`config.mk`:
```
export PLATFORM = sky130hd
export DESIGN_NAME = priority_request_encoder
export DESIGN_NICKNAME = d
export VERILOG_FILES = /design/src/rtl/priority_request_encoder.sv
export SDC_FILE = /design/constraint.sdc
export NUM_CORES = 1
export LEC_CHECK = 0
export BUFFER_PORTS_ARGS = -buffer_cell sky130_fd_sc_hd__buf_2
export CELL_PAD_IN_SITES_DETAIL_PLACEMENT = 1
export CELL_PAD_IN_SITES_GLOBAL_PLACEMENT = 1
export CORE_MARGIN = 5
export CORE_UTILIZATION = 36
export CTS_CLUSTER_DIAMETER = 120
export DETAILED_ROUTE_END_ITERATION = 6
export PLACE_DENSITY = 0.9
export SLEW_MARGIN = 20
export SYNTH_ARGS = -nofsm -noshare
export SYNTH_HDL_FRONTEND = slang
export SYNTH_SLANG_ARGS = --single-unit
```
`constraint.sdc`:
```
create_clock -name clk -period 4.25 [get_ports clk]
set_input_delay 0.425 -clock clk [delete_from_list [all_inputs] [get_ports clk]]
set_output_delay 0.425 -clock clk [all_outputs]
set_load 0.02 [all_outputs]
```
`src/rtl/priority_request_encoder.sv`:
```
`default_nettype none
// ============================================================================
// Module      : priority_request_encoder
// Description : Registered priority encoder with a sticky pending register,
//               per-line masking and a valid/ready offer handshake. Selection
//               is either fixed (bit N-1 highest) or round-robin.
// Ports       : clk        - rising-edge clock
//               rstN       - asynchronous active-low reset
//               reqIn      - request pulses/levels, OR-ed into pending
//               maskIn     - 1 = line eligible for selection
//               clearIn    - synchronous flush of pending and current offer
//               readyIn    - consumer accepts the current offer
//               validOut   - codeOut holds a valid winning index
//               codeOut    - index of the offered request
//               pendingOut - pending register
//               countOut   - number of pending bits (masked or not)
// Revision    : 1.0 - initial release
// ============================================================================
module priority_request_encoder #(
    parameter  int N           = 8,
    parameter  int ROUND_ROBIN = 0,
    localparam int CODE_W      = $clog2(N)
) (
    input  logic              clk,
    input  logic              rstN,
    input  logic [N-1:0]      reqIn,
    input  logic [N-1:0]      maskIn,
    input  logic              clearIn,
    input  logic              readyIn,
    output logic              validOut,
    output logic [CODE_W-1:0] codeOut,
    output logic [N-1:0]      pendingOut,
    output logic [CODE_W:0]   countOut
);

    typedef enum logic [0:0] {
        ST_IDLE  = 1'b0,
        ST_OFFER = 1'b1
    } state_t;

    state_t              state_q, state_d;
    logic [N-1:0]        pending_q, pending_d;
    logic                valid_q, valid_d;
    logic [CODE_W-1:0]   code_q, code_d;
    logic [CODE_W-1:0]   rr_ptr_q, rr_ptr_d;

    logic [N-1:0]        eligible;
    logic [N-1:0]        grant_bit;
    logic [CODE_W-1:0]   winner;
    logic [CODE_W-1:0]   lo_win;
    logic                lo_hit;
    logic [CODE_W-1:0]   hi_win;
    logic [CODE_W:0]     count;

    assign eligible = pending_q & maskIn;

    // Round-robin order is rrPtr-1 down to 0, then N-1 down to rrPtr.
    // lo_win is the highest eligible index strictly below the pointer; if
    // none exists, the highest eligible index overall lies in the wrapped
    // region and is the winner. Fixed mode (and rrPtr = 0) uses hi_win only.
    always_comb begin
        lo_win = '0;
        lo_hit = 1'b0;
        hi_win = '0;
        for (int i = 0; i < N; i++) begin
            if (eligible[i]) begin
                hi_win = CODE_W'(i);
                if (CODE_W'(i) < rr_ptr_q) begin
                    lo_win = CODE_W'(i);
                    lo_hit = 1'b1;
                end
            end
        end
    end

    always_comb begin
        winner = hi_win;
        if ((ROUND_ROBIN != 0) && lo_hit) begin
            winner = lo_win;
        end
    end

    // One-hot of the offered index, only when the handshake completes.
    always_comb begin
        grant_bit = '0;
        for (int i = 0; i < N; i++) begin
            grant_bit[i] = valid_q && readyIn && (code_q == CODE_W'(i));
        end
    end

    always_comb begin
        count = '0;
        for (int i = 0; i < N; i++) begin
            count = count + {{CODE_W{1'b0}}, pending_q[i]};
        end
    end

    // Next-state logic. The OR with reqIn comes after the grant clear so a
    // request arriving on the line granted this cycle re-arms it.
    always_comb begin
        state_d   = state_q;
        valid_d   = valid_q;
        code_d    = code_q;
        rr_ptr_d  = rr_ptr_q;
        pending_d = (pending_q & ~grant_bit) | reqIn;

        if (clearIn) begin
            pending_d = '0;
            valid_d   = 1'b0;
            state_d   = ST_IDLE;
        end else begin
            case (state_q)
                ST_IDLE: begin
                    if (|eligible) begin
                        code_d  = winner;
                        valid_d = 1'b1;
                        state_d = ST_OFFER;
                    end
                end
                ST_OFFER: begin
                    // The offer is held stable until accepted.
                    if (readyIn) begin
                        valid_d = 1'b0;
                        state_d = ST_IDLE;
                        if (ROUND_ROBIN != 0) begin
                            rr_ptr_d = code_q;
                        end
                    end
                end
                default: begin
                    valid_d = 1'b0;
                    state_d = ST_IDLE;
                end
            endcase
        end
    end

    always_ff @(posedge clk or negedge rstN) begin
        if (!rstN) begin
            state_q   <= ST_IDLE;
            pending_q <= '0;
            valid_q   <= 1'b0;
            code_q    <= '0;
            rr_ptr_q  <= '0;
        end else begin
            state_q   <= state_d;
            pending_q <= pending_d;
            valid_q   <= valid_d;
            code_q    <= code_d;
            rr_ptr_q  <= rr_ptr_d;
        end
    end

    assign validOut   = valid_q;
    assign codeOut    = code_q;
    assign pendingOut = pending_q;
    assign countOut   = count;

endmodule
`default_nettype wire

```
==> results_dict.tcl, run 1 <==
set metrics [dict create \
    final_nets 157 \
    period_share_pct 87.4 \
    peakVddDrop_v 0.000256 \
    skew_ns 0.0101 \
    avgSynthCellArea_um2 9.24 \
    r2r-start "pendingOut[4]" \
    crit_family "adder cells" \
    startpoint_type "flop" \
    grt.overflow.total 0 \
    ant_nets 0 \
    yosys_register_bits 13 \
    globalplace.congestion 0.822 \
    r2r_setup_slack_ns 2.51 \
    cp.required_ns 3.83 \
    rsz0062_at_grt "false" \
    synth_fp_nets 118 \
    slowest_delay_ns 0.56 \
    regArea_um2 325 \
    cp_max_fo 4 \
    crit_buf_inv 4 \
    finalSetupTns_ns 0 \
    min_period_ns 3.72 \
    place_area_um2 1050 \
    wl_per_cell_um 16.5 \
    num_antenna_cells 0 \
    setup_viol 0 \
    worst_slew_pin_slew_ns 0.421 \
    antenna_found_initial 0 \
    portBuffers 35 \
    viasPerCell 5.13 \
    dieArea_um2 3400 \
    mostFrequentLayoutCells "buf_2, inv_1, dfrtp_1, a21oi_1, nand2_1" \
    fill_cells 292 \
    clk_latency_ns 0.28 \
    endpoint_kind "primary output" \
    setup_ws_ns 0.534 \
    max_freq_mhz 269 \
    max_slew_margin_pct 71.9 \
    powerDensity_nw_per_um2 416 \
    vias 806 \
    slew_viol_final 0 \
    yosys_warnings 0 \
    numCtsBuffers 3 \
    post-route-cell-area_um2 1070 \
    start_util_pct 38.0 \
    dpl.hpwl_mm 2.12 \
    htree_num_levels 1 \
    first_pass_iters 5 \
    max_cap_violations 0 \
    boundaryPins 36 \
    layout_commonest_cell "buf_2" \
    cts.repair_timing.setup_buffer_count 0 \
    hold_path.class "in2async" \
    cts_root_buf "clkbuf_4" \
    crit_start "pendingOut[0]" \
    synth-seq-area-share_pct 38.7 \
    coreArea_um2 2210 \
    hold_violations 0 \
    max-clock-path-buffers 2 \
    wirelength_mm 2.59 \
    synth_area_um2 841 \
    synth_cell_types 26 \
    cp_cell_sequence "inv_1 -> fa_1 -> fa_1 -> fa_1 -> inv_1 -> ha_1 -> inv_1 -> fa_1 -> xnor2_1 -> buf_2" \
    path_common_cell "fa_1" \
    outcome "finished clean" \
    cts.repair.resized 0 \
    drtIter0Drc 14 \
    cp_data_arrival_time_ns 3.29 \
    multi_input_area_um2 429 \
    critPathSlowestCell "fa_1" \
    num_rows 17 \
    drcViolationCount 0 \
    path_class "reg2out" \
    grt_max_degree 14 \
    clkTransAtPathRegs_ns 0.09 \
    hold_buffers 0 \
    p_leak_uw 0.000572 \
    clock-sinks 13 \
    drive_gt1_share_pct 34.9 \
    die_w_um 58.3 \
    grt_pass1_vias 884 \
    track_usage_pct 16.7 \
    syn_inst 91 \
    syn2layout_area_growth_pct 27.7 \
    dp_slack_ns 0.837 \
    grt_pass1_wl_mm 4.14 \
    cts_tree "built" \
    die_h_um 58.3 \
]
## final timing paths
path	endpoint	cells past startpoint
hold reg to reg	codeOut[2]	2
max in group asynchronous	pendingOut[2]	1
setup / recovery	countOut[2]	10
min in group clk	pendingOut[0]	3
setup reg to reg	codeOut[1]	4
hold / removal	pendingOut[0]	1
## Yosys cell counts
| cell | n | area, um^2 |
|---|---|---|
| a211oi_1 | 1 | 7.51 |
| a21o_2 | 1 | 8.76 |
| a21oi_1 | 9 | 45.0 |
| a22o_2 | 1 | 10.0 |
| a22oi_1 | 2 | 15.0 |
| a311oi_4 | 1 | 26.3 |
| a31o_2 | 1 | 8.76 |
| a32oi_1 | 1 | 8.76 |
| and3b_2 | 1 | 10.0 |
| clkbuf_1 | 1 | 3.75 |
| dfrtp_1 | 13 | 325 |
| fa_1 | 4 | 80.1 |
| ha_1 | 3 | 37.5 |
| inv_1 | 22 | 82.6 |
| mux2_2 | 2 | 22.5 |
| nand2_1 | 7 | 26.3 |
| nand2b_1 | 2 | 12.5 |
| nand3_1 | 2 | 10.0 |
| nand3b_1 | 1 | 7.51 |
| nor2_1 | 3 | 11.3 |
| nor2b_1 | 1 | 6.26 |
| o211ai_1 | 2 | 15.0 |
| o21ai_0 | 6 | 30.0 |
| o32ai_1 | 1 | 8.76 |
| or3_1 | 2 | 12.5 |
| xnor2_1 | 1 | 8.76 |
## state kept, by name (all words and copies together) (netlist names)
signal      count
state_q         1
validOut        1
pendingOut      8
codeOut         3
## stage by stage
stage	std cells	utilization, %	hold WS [ns]	power (uW)
detailed placement	153	47.3	0.331	371
floorplan	91	-	0.129	293
global route	157	48.5	0.0351	475
global placement	153	47.3	0.322	355
finish	157	48.5	0.0122	447
CTS	157	48.5	0.0235	450
## area by class of cell
type | count | share of cell area [%]
multi-input combinational | 55 | 40.0
sequential | 13 | 30.3
timing repair buffer | 35 | 16.3
inverter | 22 | 7.69
tap | 28 | 3.26
clock buffer | 4 | 2.45
## cell families after synthesis
family / synth area share [%]
AO/OA/AOI/OAI: 21.9
XOR/XNOR: 1.04
adder cells (fa/ha/maj): 14.0
buffers and inverters: 10.3
flip-flops: 38.7
multiplexers: 2.68
AND/OR/NAND/NOR: 11.5
## layer usage
layer | vias up | routed length [um] | track usage, % | part of all wire, %
met5 | - | 0 | 0 | 0
met2 | 32 | 1320 | 28.5 | 51
met1 | 390 | 1060 | 19.9 | 41
li1 | 379 | - | - | -
met3 | 5 | 185 | 3.95 | 7.1
met4 | 0 | 35 | 6.95 | 1.4
## power breakdown
| group | leakage [uW] | total [uW] | switching [uW] | internal, uW |
|---|---|---|---|---|
| combinational | 0.000397 | 197 | 118 | 78.4 |
| sequential | 0.000160 | 171 | 28.6 | 142 |
| clock | 0.0000150 | 79.7 | 43.2 | 36.4 |
| total | 0.000572 | 447 | 190 | 257 |
Note: power is estimated with default switching activity, not from simulation.
==> inputs of run 2 (changes only) <==
--- a/config.mk
+++ b/config.mk
@@ -15,2 +15,3 @@
 export PLACE_DENSITY = 0.9
+export RECOVER_POWER = 25
 export SLEW_MARGIN = 20
==> constraint.sdc (replaced) <==
create_clock -name clk -period 4.25 [get_ports clk]
set_input_delay 0.85 -clock clk [delete_from_list [all_inputs] [get_ports clk]]
set_output_delay 0.85 -clock clk [all_outputs]
set_load 0.02 [all_outputs]
==> run 2 against run 1 <==
  * Core utilization is 0.62 points higher
  * Combinational power is essentially flat
  * Wire length is 0.35% higher
  * Clock skew decreased by 0.0038 ns
  * Sequential share of layout area down 0.38 points
  * Clock power decreased by 3.0%
  * Worst setup slack lost 0.39 ns
  * First-iteration DRC count down 29%
==> results_dict.tcl, run 2 (synthesis gave the netlist of run 1 again) <==
set metrics [dict create \
    worstReg2RegEnd "codeOut[1]" \
    globalplace.congestion 0.822 \
    cp.required_ns 3.40 \
    skew_ns 0.00634 \
    hold_start "codeOut[2]" \
    clk_latency_ns 0.28 \
    cts.repair.resized 0 \
    post-route-cell-area_um2 1090 \
    ant_nets 0 \
    grt_util_met2_pct 28.5 \
    cts_tree "built" \
    final_nets 159 \
    num_antenna_cells 0 \
    r2r-start "pendingOut[4]" \
    drive_gt1_share_pct 35.1 \
    max_freq_mhz 243 \
    viasPerCell 5.11 \
    finalSetupTns_ns 0 \
    min_path_cells 2 \
    cp_max_fo 3 \
    track_usage_pct 16.7 \
    drcViolationCount 0 \
    min_to "codeOut[2]" \
    max_slew_margin_pct 51.8 \
    combPwrFrac_pct 44.6 \
    grt.overflow.total 0 \
    mostFrequentLayoutCells "buf_2, inv_1, dfrtp_1, a21oi_1, nand2_1" \
    die_h_um 58.3 \
    max_cap_violations 0 \
    grt_pass1_vias 884 \
    cp_data_arrival_time_ns 3.26 \
    worst_slew_pin_slew_ns 0.723 \
    boundaryPins 36 \
    r2r_setup_slack_ns 2.52 \
    sw_frac_of_total_pct 42.1 \
    p_switching_uw 188 \
    numCtsBuffers 3 \
    period_share_pct 96.7 \
    cp_cell_sequence "inv_1 -> fa_1 -> fa_1 -> fa_1 -> inv_1 -> ha_1 -> inv_1 -> fa_1 -> xnor2_1 -> buf_2" \
    die_w_um 58.3 \
    path_class "reg2out" \
    startpoint_type "flop" \
    powerDensity_nw_per_um2 410 \
    outcome "finished clean" \
    p_leak_uw 0.000579 \
    start_util_pct 38.0 \
    slowest_delay_ns 0.55 \
    max-clock-path-buffers 2 \
    portBuffers 35 \
    num_rows 17 \
    path_common_cell "fa_1" \
    pwr-share-clk_pct 17.3 \
    first_pass_iters 4 \
    r2r_cells 4 \
    clock-sinks 13 \
    finalNonFillerCells 159 \
    grt_pass1_wl_mm 4.14 \
    critPathSlowestCell "fa_1" \
    cts_root_buf "clkbuf_4" \
    p_seq_share_pct 38.1 \
    syn2layout_area_growth_pct 29.3 \
    largest_register_ffs 8 \
    dpl.hpwl_mm 2.12 \
    dieArea_um2 3400 \
    met3_usage_pct 3.95 \
    endpoint_kind "primary output" \
    wl_per_cell_um 16.4 \
    place_area_um2 1050 \
    vias 812 \
    drtIter0Drc 10 \
    hold_violations 0 \
    coreArea_um2 2210 \
    met1_usage_pct 19.9 \
    grt-busiest-layer "met2" \
    p_int_uw 258 \
    wirelength_mm 2.60 \
    peakVddDrop_v 0.000256 \
    layout_commonest_cell "buf_2" \
    grt_max_degree 14 \
    clkTransAtPathRegs_ns 0.08 \
    antenna_found_initial 0 \
    dp.cells 153 \
    setup_viol 0 \
    slew_viol_final 0 \
    hold_path.class "reg2reg" \
    min_period_ns 4.11 \
    htree_num_levels 1 \
]
==> run 2: changes by cell type in the layout (fill, tap and decap cells not counted), sizes merged <==
cell,change
clkbuf,+1
buf,+1
==> run 2: critical path, delay by kind of cell, from the launching register on <==
kind / cells / cell delay, ns
adders and majority gates: 5 / 1.99
buffers and inverters: 4 / 0.42
DFF: 1 / 0.41
xor gates and xnor gates: 1 / 0.16
==> run 2: through the flow <==
stage / worst slack [ns] / utilization [%] / total power (uW) / hold WS, ns
5_1_grt: -0.0305 / 49.2 / 478 / 0.610
4_1_cts: 0.0952 / 48.5 / 450 / 0.448
3_5_place_dp: 0.412 / 47.3 / 371 / 0.560
2_1_floorplan: 0.445 / - / 293 / 0.554
3_3_place_gp: 0.589 / 47.3 / 355 / 0.543
6_report: 0.140 / 49.2 / 446 / 0.574
==> run 2: area by class of cell <==
cell class              instances  area, um^2
well taps                      28        35.0
multi-input cells              55         429
fillers                       292        1120
flip-flops and latches         13         325
inverters                      22        82.6
repair buffers                 37         189
clock buffers                   4        26.3
==> run 2: metal layers <==
layer | up-vias | routed length [um]
met2 | 23 | 1320
li1 | 384 | -
met4 | 0 | 34
met5 | - | 0
met3 | 4 | 141
met1 | 401 | 1110
==> run 2: worst max-delay path by stage <==
stage,startpoint,endpoint
floorplan,pendingOut[0],countOut[2]
global placement,pendingOut[0],countOut[1]
detailed placement,pendingOut[0],countOut[2]
CTS,pendingOut[0],countOut[2]
global route,pendingOut[1],countOut[2]
finish,pendingOut[0],countOut[2]
==> run 2: power groups by stage <==
stage	clock, uW	sequential, uW	combinational [uW]
floorplan	0	185	108
global placement	0	170	185
detailed placement	0	172	199
CTS	79.0	170	201
global route	86.0	173	219
finish	77.3	170	199
==> run 2: repair_timing <==
action / in CTS / in global routing
endpoints found under the setup margin: 0 / 2
hold buffers: 0 / 0
setup buffers: 0 / 2
